File: config.mk
export PLATFORM = sky130hd
export DESIGN_NAME = csr_exec_unit_flat
export DESIGN_NICKNAME = d
export VERILOG_FILES = /design/src/rtl/csr_exec_if.sv /design/src/rtl/csr_exec_unit.sv /design/src/flat_wrapper.sv
export SDC_FILE = /design/constraint.sdc
export NUM_CORES = 1
export LEC_CHECK = 0
export CAP_MARGIN = 20
export CORE_MARGIN = 5
export CORE_UTILIZATION = 44
export CTS_BUF_LIST = sky130_fd_sc_hd__clkbuf_4
export DETAILED_ROUTE_END_ITERATION = 6
export PLACE_DENSITY = 0.83
export SYNTH_ARGS = -nofsm -noshare
export SYNTH_HDL_FRONTEND = slang
export SYNTH_SLANG_ARGS = --single-unit
File: constraint.sdc
create_clock -name clk -period 2.2 [get_ports clk]
set_clock_uncertainty 0.15 [all_clocks]
set_input_delay 0.44 -clock clk [delete_from_list [all_inputs] [get_ports clk]]
set_output_delay 0.44 -clock clk [all_outputs]
set_load 0.01 [all_outputs]
File: src/rtl/csr_exec_if.sv
// Handshake and CSR-file signals for the SYSTEM-op execute unit.
// slave = the execute unit, master = its environment (decode, CSR file, writeback).
interface csr_exec_if #(
    parameter int unsigned XLEN   = 32,
    parameter int unsigned CSR_AW = 12
);
    logic              in_valid;
    logic              in_ready;
    logic [XLEN-1:0]   in_pc;
    logic [2:0]        in_funct3;
    logic [CSR_AW-1:0] in_csr_addr;
    logic [4:0]        in_rs1_idx;
    logic [XLEN-1:0]   in_rs1_val;
    logic [4:0]        in_rd;
    logic              in_is_ecall;
    logic              in_is_mret;

    logic [CSR_AW-1:0] csr_addr;
    logic [XLEN-1:0]   csr_wdata;
    logic              csr_we;
    logic              csr_ecall;
    logic [XLEN-1:0]   csr_pc;
    logic [XLEN-1:0]   csr_rdata;
    logic [XLEN-1:0]   csr_mtvec;
    logic [XLEN-1:0]   csr_mepc;

    logic              out_valid;
    logic              out_ready;
    logic [4:0]        out_rd;
    logic              out_rd_we;
    logic [XLEN-1:0]   out_rd_data;
    logic              out_redirect;
    logic [XLEN-1:0]   out_redirect_pc;

    modport slave (
        input  in_valid, in_pc, in_funct3, in_csr_addr, in_rs1_idx, in_rs1_val, in_rd,
               in_is_ecall, in_is_mret, csr_rdata, csr_mtvec, csr_mepc, out_ready,
        output in_ready, csr_addr, csr_wdata, csr_we, csr_ecall, csr_pc,
               out_valid, out_rd, out_rd_we, out_rd_data, out_redirect, out_redirect_pc
    );

    modport master (
        output in_valid, in_pc, in_funct3, in_csr_addr, in_rs1_idx, in_rs1_val, in_rd,
               in_is_ecall, in_is_mret, csr_rdata, csr_mtvec, csr_mepc, out_ready,
        input  in_ready, csr_addr, csr_wdata, csr_we, csr_ecall, csr_pc,
               out_valid, out_rd, out_rd_we, out_rd_data, out_redirect, out_redirect_pc
    );
endinterface

File: src/rtl/csr_exec_unit.sv
// Multicycle execute stage for SYSTEM ops: CSR read-modify-write, ECALL trap entry, MRET return.
// One op in flight; result held in RESP until writeback takes it.
module csr_exec_unit #(
    parameter int unsigned XLEN   = 32,
    parameter int unsigned CSR_AW = 12
) (
    input logic       clk,
    input logic       rst,
    csr_exec_if.slave bus
);
    typedef enum logic [2:0] {StIdle, StRead, StWrite, StTrap, StRet, StResp} state_e;

    state_e r_state, w_state_next;

    logic [XLEN-1:0]   r_pc;
    logic [2:0]        r_funct3;
    logic [CSR_AW-1:0] r_addr;
    logic [4:0]        r_rs1_idx;
    logic [XLEN-1:0]   r_rs1_val;
    logic [4:0]        r_rd;
    logic [XLEN-1:0]   r_old;
    logic [XLEN-1:0]   r_new;
    logic [XLEN-1:0]   r_target;
    logic              r_rd_we;
    logic              r_redirect;

    logic              w_legal;
    logic              w_does_write;
    logic [XLEN-1:0]   w_src;
    logic [XLEN-1:0]   w_new;

    // funct3 000 and 100 are the non-CSR encodings
    assign w_legal      = (bus.in_funct3[1:0] != 2'b00);
    assign w_does_write = (r_funct3[1:0] == 2'b01) || (r_rs1_idx != 5'd0);
    assign w_src        = r_funct3[2] ? {{(XLEN-5){1'b0}}, r_rs1_idx} : r_rs1_val;

    always_comb begin
        w_new = w_src;
        case (r_funct3[1:0])
            2'b10:   w_new = bus.csr_rdata | w_src;
            2'b11:   w_new = bus.csr_rdata & ~w_src;
            default: w_new = w_src;
        endcase
    end

    always_ff @(posedge clk) begin
        if (rst) r_state <= StIdle;
        else     r_state <= w_state_next;
    end

    always_comb begin
        w_state_next = r_state;
        case (r_state)
            StIdle: begin
                if (bus.in_valid) begin
                    if (bus.in_is_ecall)     w_state_next = StTrap;
                    else if (bus.in_is_mret) w_state_next = StRet;
                    else if (w_legal)        w_state_next = StRead;
                    else                     w_state_next = StResp;
                end
            end
            StRead:  w_state_next = w_does_write ? StWrite : StResp;
            StWrite: w_state_next = StResp;
            StTrap:  w_state_next = StResp;
            StRet:   w_state_next = StResp;
            StResp:  if (bus.out_ready) w_state_next = StIdle;
            default: w_state_next = StIdle;
        endcase
    end

    always_ff @(posedge clk) begin
        if (rst) begin
            r_pc       <= '0;
            r_funct3   <= '0;
            r_addr     <= '0;
            r_rs1_idx  <= '0;
            r_rs1_val  <= '0;
            r_rd       <= '0;
            r_old      <= '0;
            r_new      <= '0;
            r_target   <= '0;
            r_rd_we    <= 1'b0;
            r_redirect <= 1'b0;
        end else begin
            case (r_state)
                StIdle: begin
                    if (bus.in_valid) begin
                        r_pc       <= bus.in_pc;
                        r_funct3   <= bus.in_funct3;
                        r_addr     <= bus.in_csr_addr;
                        r_rs1_idx  <= bus.in_rs1_idx;
                        r_rs1_val  <= bus.in_rs1_val;
                        r_rd       <= bus.in_rd;
                        r_old      <= '0;
                        r_new      <= '0;
                        r_target   <= '0;
                        r_rd_we    <= 1'b0;
                        r_redirect <= 1'b0;
                    end
                end
                StRead: begin
                    r_old   <= bus.csr_rdata;
                    r_new   <= w_new;
                    r_rd_we <= (r_rd != 5'd0);
                end
                StTrap: begin
                    r_target   <= bus.csr_mtvec;
                    r_redirect <= 1'b1;
                end
                StRet: begin
                    r_target   <= bus.csr_mepc;
                    r_redirect <= 1'b1;
                end
                default: ;
            endcase
        end
    end

    // Strobes are gated by rst so a reset landing on WRITE/TRAP commits nothing
    assign bus.csr_we          = (r_state == StWrite) && !rst;
    assign bus.csr_ecall       = (r_state == StTrap) && !rst;
    assign bus.csr_wdata       = bus.csr_we ? r_new : '0;
    assign bus.csr_pc          = bus.csr_ecall ? r_pc : '0;
    assign bus.csr_addr        = r_addr;
    assign bus.in_ready        = (r_state == StIdle);
    assign bus.out_valid       = (r_state == StResp);
    assign bus.out_rd          = r_rd;
    assign bus.out_rd_we       = r_rd_we;
    assign bus.out_rd_data     = r_old;
    assign bus.out_redirect    = r_redirect;
    assign bus.out_redirect_pc = r_target;
endmodule

File: src/flat_wrapper.sv
// flat-port wrapper written by rule: the top's interface ports become plain ports
module csr_exec_unit_flat 
#(
    parameter int unsigned XLEN   = 32,
    parameter int unsigned CSR_AW = 12
)
  (clk, rst, bus_in_valid, bus_in_pc, bus_in_funct3, bus_in_csr_addr, bus_in_rs1_idx, bus_in_rs1_val, bus_in_rd, bus_in_is_ecall, bus_in_is_mret, bus_csr_rdata, bus_csr_mtvec, bus_csr_mepc, bus_out_ready, bus_in_ready, bus_csr_addr, bus_csr_wdata, bus_csr_we, bus_csr_ecall, bus_csr_pc, bus_out_valid, bus_out_rd, bus_out_rd_we, bus_out_rd_data, bus_out_redirect, bus_out_redirect_pc);
  csr_exec_if #(.XLEN(XLEN), .CSR_AW(CSR_AW)) bus_i ();
  input logic clk;
  input logic rst;
  input wire logic [$bits(bus_i.in_valid)-1:0] bus_in_valid;
  input wire logic [$bits(bus_i.in_pc)-1:0] bus_in_pc;
  input wire logic [$bits(bus_i.in_funct3)-1:0] bus_in_funct3;
  input wire logic [$bits(bus_i.in_csr_addr)-1:0] bus_in_csr_addr;
  input wire logic [$bits(bus_i.in_rs1_idx)-1:0] bus_in_rs1_idx;
  input wire logic [$bits(bus_i.in_rs1_val)-1:0] bus_in_rs1_val;
  input wire logic [$bits(bus_i.in_rd)-1:0] bus_in_rd;
  input wire logic [$bits(bus_i.in_is_ecall)-1:0] bus_in_is_ecall;
  input wire logic [$bits(bus_i.in_is_mret)-1:0] bus_in_is_mret;
  input wire logic [$bits(bus_i.csr_rdata)-1:0] bus_csr_rdata;
  input wire logic [$bits(bus_i.csr_mtvec)-1:0] bus_csr_mtvec;
  input wire logic [$bits(bus_i.csr_mepc)-1:0] bus_csr_mepc;
  input wire logic [$bits(bus_i.out_ready)-1:0] bus_out_ready;
  output wire logic [$bits(bus_i.in_ready)-1:0] bus_in_ready;
  output wire logic [$bits(bus_i.csr_addr)-1:0] bus_csr_addr;
  output wire logic [$bits(bus_i.csr_wdata)-1:0] bus_csr_wdata;
  output wire logic [$bits(bus_i.csr_we)-1:0] bus_csr_we;
  output wire logic [$bits(bus_i.csr_ecall)-1:0] bus_csr_ecall;
  output wire logic [$bits(bus_i.csr_pc)-1:0] bus_csr_pc;
  output wire logic [$bits(bus_i.out_valid)-1:0] bus_out_valid;
  output wire logic [$bits(bus_i.out_rd)-1:0] bus_out_rd;
  output wire logic [$bits(bus_i.out_rd_we)-1:0] bus_out_rd_we;
  output wire logic [$bits(bus_i.out_rd_data)-1:0] bus_out_rd_data;
  output wire logic [$bits(bus_i.out_redirect)-1:0] bus_out_redirect;
  output wire logic [$bits(bus_i.out_redirect_pc)-1:0] bus_out_redirect_pc;
  assign bus_i.in_valid = bus_in_valid;
  assign bus_i.in_pc = bus_in_pc;
  assign bus_i.in_funct3 = bus_in_funct3;
  assign bus_i.in_csr_addr = bus_in_csr_addr;
  assign bus_i.in_rs1_idx = bus_in_rs1_idx;
  assign bus_i.in_rs1_val = bus_in_rs1_val;
  assign bus_i.in_rd = bus_in_rd;
  assign bus_i.in_is_ecall = bus_in_is_ecall;
  assign bus_i.in_is_mret = bus_in_is_mret;
  assign bus_i.csr_rdata = bus_csr_rdata;
  assign bus_i.csr_mtvec = bus_csr_mtvec;
  assign bus_i.csr_mepc = bus_csr_mepc;
  assign bus_i.out_ready = bus_out_ready;
  assign bus_in_ready = bus_i.in_ready;
  assign bus_csr_addr = bus_i.csr_addr;
  assign bus_csr_wdata = bus_i.csr_wdata;
  assign bus_csr_we = bus_i.csr_we;
  assign bus_csr_ecall = bus_i.csr_ecall;
  assign bus_csr_pc = bus_i.csr_pc;
  assign bus_out_valid = bus_i.out_valid;
  assign bus_out_rd = bus_i.out_rd;
  assign bus_out_rd_we = bus_i.out_rd_we;
  assign bus_out_rd_data = bus_i.out_rd_data;
  assign bus_out_redirect = bus_i.out_redirect;
  assign bus_out_redirect_pc = bus_i.out_redirect_pc;
  csr_exec_unit #(.XLEN(XLEN), .CSR_AW(CSR_AW)) u_core (.clk(clk), .rst(rst), .bus(bus_i));
endmodule
* After elaboration in Yosys (flattened, before gate mapping) *
Cells that the tools add are included.

operators by class
  reduce and logical (&&, ||, !) cells = 18
  bitwise gates (word level) = 3
  multiplexer cells = 18
  equality and inequality tests = 10

operators by type and width
  cell                  number
  $pmux W32 S2          3
  $mux W32              4
  $pmux W32 S3          1
  $and A32 B32 Y32      1
  $not A32 Y32          1
  $or A32 B32 Y32       1
  $mux W3               6
  $pmux W3 S4           1
  $reduce_and A2 Y1     5
  $reduce_bool A5 Y1    2
  $eq A3 B2 Y1 const B  2
  $eq A3 B3 Y1 const B  2
  $reduce_bool A2 Y1    3
  $eq A2 B2 Y1 const B  2
  $ne A2 B2 Y1 const B  2
  $pmux W1 S2           2
  $eq A3 B1 Y1 const B  1
  $logic_not A3 Y1      1
  $reduce_bool A3 Y1    1
  $reduce_or A3 Y1      1
  $eq A2 B1 Y1 const B  1
  $logic_and A1 B1 Y1   2
  $reduce_or A2 Y1      1
  $logic_not A1 Y1      1
  2 further kinds       2

word-level totals
  bits in registers = 190
  word-level logic and storage cells = 61
  input port bits = 191

* Logic depth before layout (Yosys ltp) *
  word-level depth = 6
  mapped depth = 8
  depth with buffers taken out = 4

* Least setup slack after synthesis *
Ideal clock, no wire load.

  path kind = reg2out
  start point = reg u_core.r_state[2]
  end point = out bus_csr_wdata[22]
  data arrival time = 1.422 ns
  stages on the path, launching flop included = 6
  setup slack = 0.188 ns
  path through = dfxtp_1 -> buf_2 -> nand2b_1 -> nor3_1 -> clkbuf_1 -> and2_1

on the way
  word-level cells in the longest chain between the ends = 3

RTL lines
  what                    RTL line              text
  from (decl)             csr_exec_unit.sv:13   state_e r_state, w_state_next;
  from (signal assigned)  csr_exec_unit.sv:47   if (rst) r_state <= StIdle;
  from (signal assigned)  csr_exec_unit.sv:48   else r_state <= w_state_next;
  $eq A3 B2 Y1            csr_exec_unit.sv:120  assign bus.csr_we = (r_state == StWrite) && !rst;
  $logic_and A1 B1 Y1     csr_exec_unit.sv:120
  named net bus_csr_we    flat_wrapper.sv:27    output wire logic [$bits(bus_i.csr_we)-1:0] bus_csr_we;
  $mux W32                csr_exec_unit.sv:122  assign bus.csr_wdata = bus.csr_we ? r_new : '0;
  to (decl)               flat_wrapper.sv:26    output wire logic [$bits(bus_i.csr_wdata)-1:0] bus_csr_wdata;

The timed path passes the listed nets, and every way through them passes these cells.

* Worst setup path after layout *
  start point = reg u_core.r_state[2]
  end point = out bus_csr_wdata[30]

on the way
  word-level cells in the longest chain between the ends = 3

RTL lines
  what                 RTL line
  $eq A3 B2 Y1         csr_exec_unit.sv:120
  $logic_and A1 B1 Y1  csr_exec_unit.sv:120
  $mux W32             csr_exec_unit.sv:122

No other way between the ends.

==> flow_summary.html <==
<table>
<tr><th>Metric</th><th>Value</th></tr>
<tr><th colspan="2">Yosys</th></tr>
<tr><td>Combinational family with the most area after synthesis</td><td>simple AND/OR/NAND/NOR gates</td></tr>
<tr><td>Post-Syn Area per Cell</td><td>7.93 um2</td></tr>
<tr><td>Number of standard cells after synthesis</td><td>1,008</td></tr>
<tr><td>Syn nets</td><td>1,199</td></tr>
<tr><td>Synth area leader</td><td>sky130_fd_sc_hd__dfxtp_1</td></tr>
<tr><td>Share of the synthesized area in the top cell type</td><td>a little under half</td></tr>
<tr><td>Portion of netlist area occupied by mux cells</td><td>about 3.9%</td></tr>
<tr><td>Largest cells by area after synthesis</td><td>sky130_fd_sc_hd__dfxtp_1 (48%), sky130_fd_sc_hd__nand2_1 (12%), sky130_fd_sc_hd__a21oi_1 (9.8%)</td></tr>
<tr><td>Simple-gate share of the synthesized area</td><td>27.5%</td></tr>
<tr><td>Adder-Cell Fraction of Synth Area</td><td>0%</td></tr>
<tr><td>Synth warn</td><td>0</td></tr>
<tr><td>Number of distinct library cells after synthesis</td><td>36</td></tr>
<tr><td>Number of synthesized register bits</td><td>between 150 and 200</td></tr>
<tr><td>Part of the Yosys area used for sequential elements</td><td>47.6%</td></tr>
<tr><td>Compound-cell area share of the yosys netlist</td><td>about 15%</td></tr>
<tr><td>Netlist Area Pre-Place</td><td>around 8000 um2</td></tr>
<tr><td>Synthesized-area fraction occupied by xor and xnor cells</td><td>0%</td></tr>
<tr><th colspan="2">Global routing</th></tr>
<tr><td>Global-route wire length before repair</td><td>between 40,000 and 50,000 um</td></tr>
<tr><td>GR Layer Usage met2</td><td>45.8%</td></tr>
<tr><td>Global-route met3 utilization</td><td>7.10%</td></tr>
<tr><td>Number of antenna violations at the first check in global routing</td><td>3</td></tr>
<tr><td>Top Usage Layer GRT</td><td>met2</td></tr>
<tr><td>Overall global routing resource usage</td><td>27.8%</td></tr>
<tr><td>Met1 usage in global routing</td><td>between 30% and 40%</td></tr>
<tr><td>Largest net degree at the start of global routing</td><td>84</td></tr>
<tr><td>Aggregate global routing overflow</td><td>0</td></tr>
<tr><td>Via count of the first global-routing pass</td><td>8,121</td></tr>
<tr><th colspan="2">Timing</th></tr>
<tr><td>Period Utilization, post-route</td><td>110%</td></tr>
<tr><td>Final hold violations</td><td>0</td></tr>
<tr><td>Slew at the pin closest to its max-slew limit</td><td>914 ps</td></tr>
<tr><td>Final Max Slew Viols</td><td>0</td></tr>
<tr><td>Final hold slack</td><td>217 ps</td></tr>
<tr><td>Final setup viols</td><td>66</td></tr>
<tr><td>Achievable frequency</td><td>414 MHz</td></tr>
<tr><td>Min Clock Period, post-route</td><td>about 2400 ps</td></tr>
<tr><td>Unrepaired setup endpoints after global routing</td><td>true</td></tr>
<tr><td>Final worst-path setup slack</td><td>-214 ps</td></tr>
<tr><td>Slew HR</td><td>about two fifths</td></tr>
<tr><th colspan="2">Outcome</th></tr>
<tr><td>Violations in the final reports</td><td>negative setup slack</td></tr>
<tr><td>Run status</td><td>finished with violations</td></tr>
<tr><th colspan="2">Setup path</th></tr>
<tr><td>Signal arrival time at the worst endpoint</td><td>1820 ps</td></tr>
<tr><td>Nature of the critical path startpoint</td><td>register</td></tr>
<tr><td>Worst EP required</td><td>1610 ps</td></tr>
<tr><td>Worst Path Class, Setup</td><td>reg2out</td></tr>
<tr><td>Worst-path fanout max</td><td>7</td></tr>
<tr><td>Kind of end point of the critical path</td><td>primary output</td></tr>
<tr><th colspan="2">Clock tree</th></tr>
<tr><td>Worst-case clock buffer depth</td><td>2</td></tr>
<tr><td>TritonCTS buffer count</td><td>17</td></tr>
<tr><td>Clock net sink count</td><td>190</td></tr>
<tr><td>Clock transition at path regs</td><td>150 ps</td></tr>
<tr><td>Master cell of the clock root buffer</td><td>sky130_fd_sc_hd__clkbuf_4</td></tr>
<tr><td>Deepest level of the CTS H-tree</td><td>4</td></tr>
<tr><td>Insertion delay to the later sink of the worst-skew pair</td><td>560 ps</td></tr>
<tr><td>CTS tree</td><td>built</td></tr>
<tr><th colspan="2">Placed design</th></tr>
<tr><td>Placed wire-length estimate after detailed placement</td><td>roughly 20,000 um</td></tr>
<tr><td>Placed insts</td><td>1,518</td></tr>
<tr><td>Placed instance area</td><td>about 12,000 um2</td></tr>
<tr><td>PortBufs</td><td>341</td></tr>
<tr><td>Global placement routability congestion</td><td>~0.93</td></tr>
<tr><th colspan="2">Final layout</th></tr>
<tr><td>Signed area change from the synthesized netlist to the final layout</td><td>59.2%</td></tr>
<tr><td>Filler cells</td><td>1,354</td></tr>
<tr><td>Most frequent standard cell in the layout excluding fill and tap cells</td><td>sky130_fd_sc_hd__nand2_1</td></tr>
<tr><td>Commonest non-fill, non-tap cells in the layout</td><td>sky130_fd_sc_hd__nand2_1 (263), sky130_fd_sc_hd__clkdlybuf4s50_1 (260), sky130_fd_sc_hd__dfxtp_1 (181)</td></tr>
<tr><td>Area used by multi-input combinational logic</td><td>4010 um2</td></tr>
<tr><td>Layout cells sized above 1</td><td>17.8%</td></tr>
<tr><td>Sequential Area</td><td>3820 um2</td></tr>
<tr><td>Nets@finish</td><td>about 1,500</td></tr>
<tr><td>Post-layout instance area</td><td>12,700 um2</td></tr>
<tr><td>Post-route insts no fill</td><td>1,573</td></tr>
<tr><td>Utilization after layout</td><td>71.1%</td></tr>
<tr><th colspan="2">Floorplanning</th></tr>
<tr><td>Effective utilization at floorplan</td><td>44.6%</td></tr>
<tr><td>Number of core rows</td><td>49</td></tr>
<tr><td>Width of the die</td><td>145 um</td></tr>
<tr><td>Core region area</td><td>17,900 um2</td></tr>
<tr><td>DIE AREA</td><td>21,000 um2</td></tr>
<tr><td>IO Pins</td><td>between 300 and 400</td></tr>
<tr><td>Chip Height</td><td>145 um</td></tr>
<tr><th colspan="2">Power and ir drop</th></tr>
<tr><td>PwrDens</td><td>894 nW/um2</td></tr>
<tr><td>Worst vdd ir</td><td>0.590 mV</td></tr>
<tr><td>Total design power</td><td>11.4 mW</td></tr>
<tr><td>Leakage component of the power</td><td>5.07 nW</td></tr>
<tr><th colspan="2">Drt</th></tr>
<tr><td>Drc violations</td><td>0</td></tr>
<tr><td>First-pass iteration count of the detailed router</td><td>7</td></tr>
<tr><td>Via/cell ratio</td><td>5.48</td></tr>
<tr><td>Routed Antenna Nets</td><td>0</td></tr>
<tr><td>Total wirelength of the detailed-routed design</td><td>30,700 um</td></tr>
<tr><td>Iter 0 DRT Violations</td><td>670</td></tr>
<tr><td>Routed wirelength normalized by instance count</td><td>19.5 um</td></tr>
<tr><td>Total via count after detailed routing</td><td>8,627</td></tr>
<tr><th colspan="2">Run</th></tr>
<tr><td>Maximum Capacitance Violations</td><td>0</td></tr>
<tr><th colspan="2">Hold path</th></tr>
<tr><td>Worst min path class</td><td>in2reg</td></tr>
</table>
[critical path: stages, from the launching register on]
cell and delay [ps]:
sky130_fd_sc_hd__dfxtp_2 350, sky130_fd_sc_hd__nand2b_4 150, sky130_fd_sc_hd__nor3_4 150, sky130_fd_sc_hd__buf_12 160, sky130_fd_sc_hd__buf_12 110, sky130_fd_sc_hd__buf_12 120
sky130_fd_sc_hd__and2_4 140, sky130_fd_sc_hd__buf_6 90
[per-stage QoR]
stage / setup TNS [ps] / worst slack (ps)
2_1_floorplan: 0 / 188
3_3_place_gp: -1640 / -86.8
3_5_place_dp: -3130 / -98.6
4_1_cts: -15650 / -311
5_1_grt: -17150 / -349
6_report: -9250 / -214
[final timing paths]
| check | startpoint | to | slack, ps | cells past startpoint |
|---|---|---|---|---|
| max | u_core.r_state[2] | bus_csr_wdata[30] | -210 | 7 |
| min | rst | u_core.bus.out_redirect_pc[25] | 220 | 3 |
| max reg2reg | u_core.r_state[1] | u_core.bus.out_rd_data[24] | 180 | 6 |
| min reg2reg | u_core.r_rs1_val[31] | u_core.r_rs1_val[31] | 320 | 2 |
[cells in the mapped netlist, drive strengths merged]
master    n
or4       2
a21oi   157
or3b      1
a222oi   32
o311ai    1
nand3    65
nor3b     1
nor2b     2
a21bo     1
o31ai     1
and3     37
mux2i    31
o21ba     1
o21ai     7
nand2   264
nor3      2
nor4      1
and2     36
dfxtp   190
nand3b    1
nand2b   29
clkbuf   54
inv       2
o32ai     2
a211oi    3
and3b     1
nor2     40
buf      42
or2       1
a211o     1
[state kept, by name, summed over array words and instances (netlist names)]
signal and cells:
u_core.r_funct3 3, u_core.r_rs1_idx 5, u_core.bus.out_redirect 1, u_core.bus.out_rd_we 1, u_core.bus.csr_addr 12, u_core.bus.out_rd 5
u_core.r_pc 32, u_core.r_new 32, u_core.r_rs1_val 32, u_core.bus.out_redirect_pc 32, u_core.r_state 3, u_core.bus.out_rd_data 32
[layout make-up]
type,count,area share (%)
well taps,229,2.25
flip-flops and latches,190,30.0
diodes,3,0.0590
inverters,2,0.0590
clock inverters,12,1.43
clock buffers,19,1.12
multi-input cells,720,31.5
repair buffers,398,33.6
[metal layers]
| layer | wire length [um] | share of wire [%] | vias to the layer above |
|---|---|---|---|
| li1 | - | - | 4069 |
| met1 | 11900 | 39 | 4098 |
| met2 | 15000 | 49 | 372 |
| met3 | 2290 | 7.4 | 88 |
| met4 | 1450 | 4.7 | 0 |
| met5 | 0 | 0 | - |
[kinds of logic (layout without fill, tap and decap cells)]
kind of cell	count (synthesis)	count (layout)
buf+inv	98	431
flops	190	190
simple gates	483	483
other cells	0	3
mux	31	31
compound gates	206	206
[power breakdown]
part / total, mW / internal, mW / leakage [nW] / switching, mW
combinational: 4.75 / 2.20 / 3.35 / 2.55
clock: 2.14 / 0.937 / 0.175 / 1.20
sequential: 4.49 / 4.08 / 1.55 / 0.410
total: 11.4 / 7.21 / 5.07 / 4.16
[what timing repair did]
action	in CTS	in global routing
buffers inserted	14	3
hold buffers	1	0
gates resized for setup	390	65
gates cloned	9	0
pin swaps	34	3
endpoints found under the hold margin	4	0
setup endpoints to repair	73	81
Power figures use the tool's default switching activity.
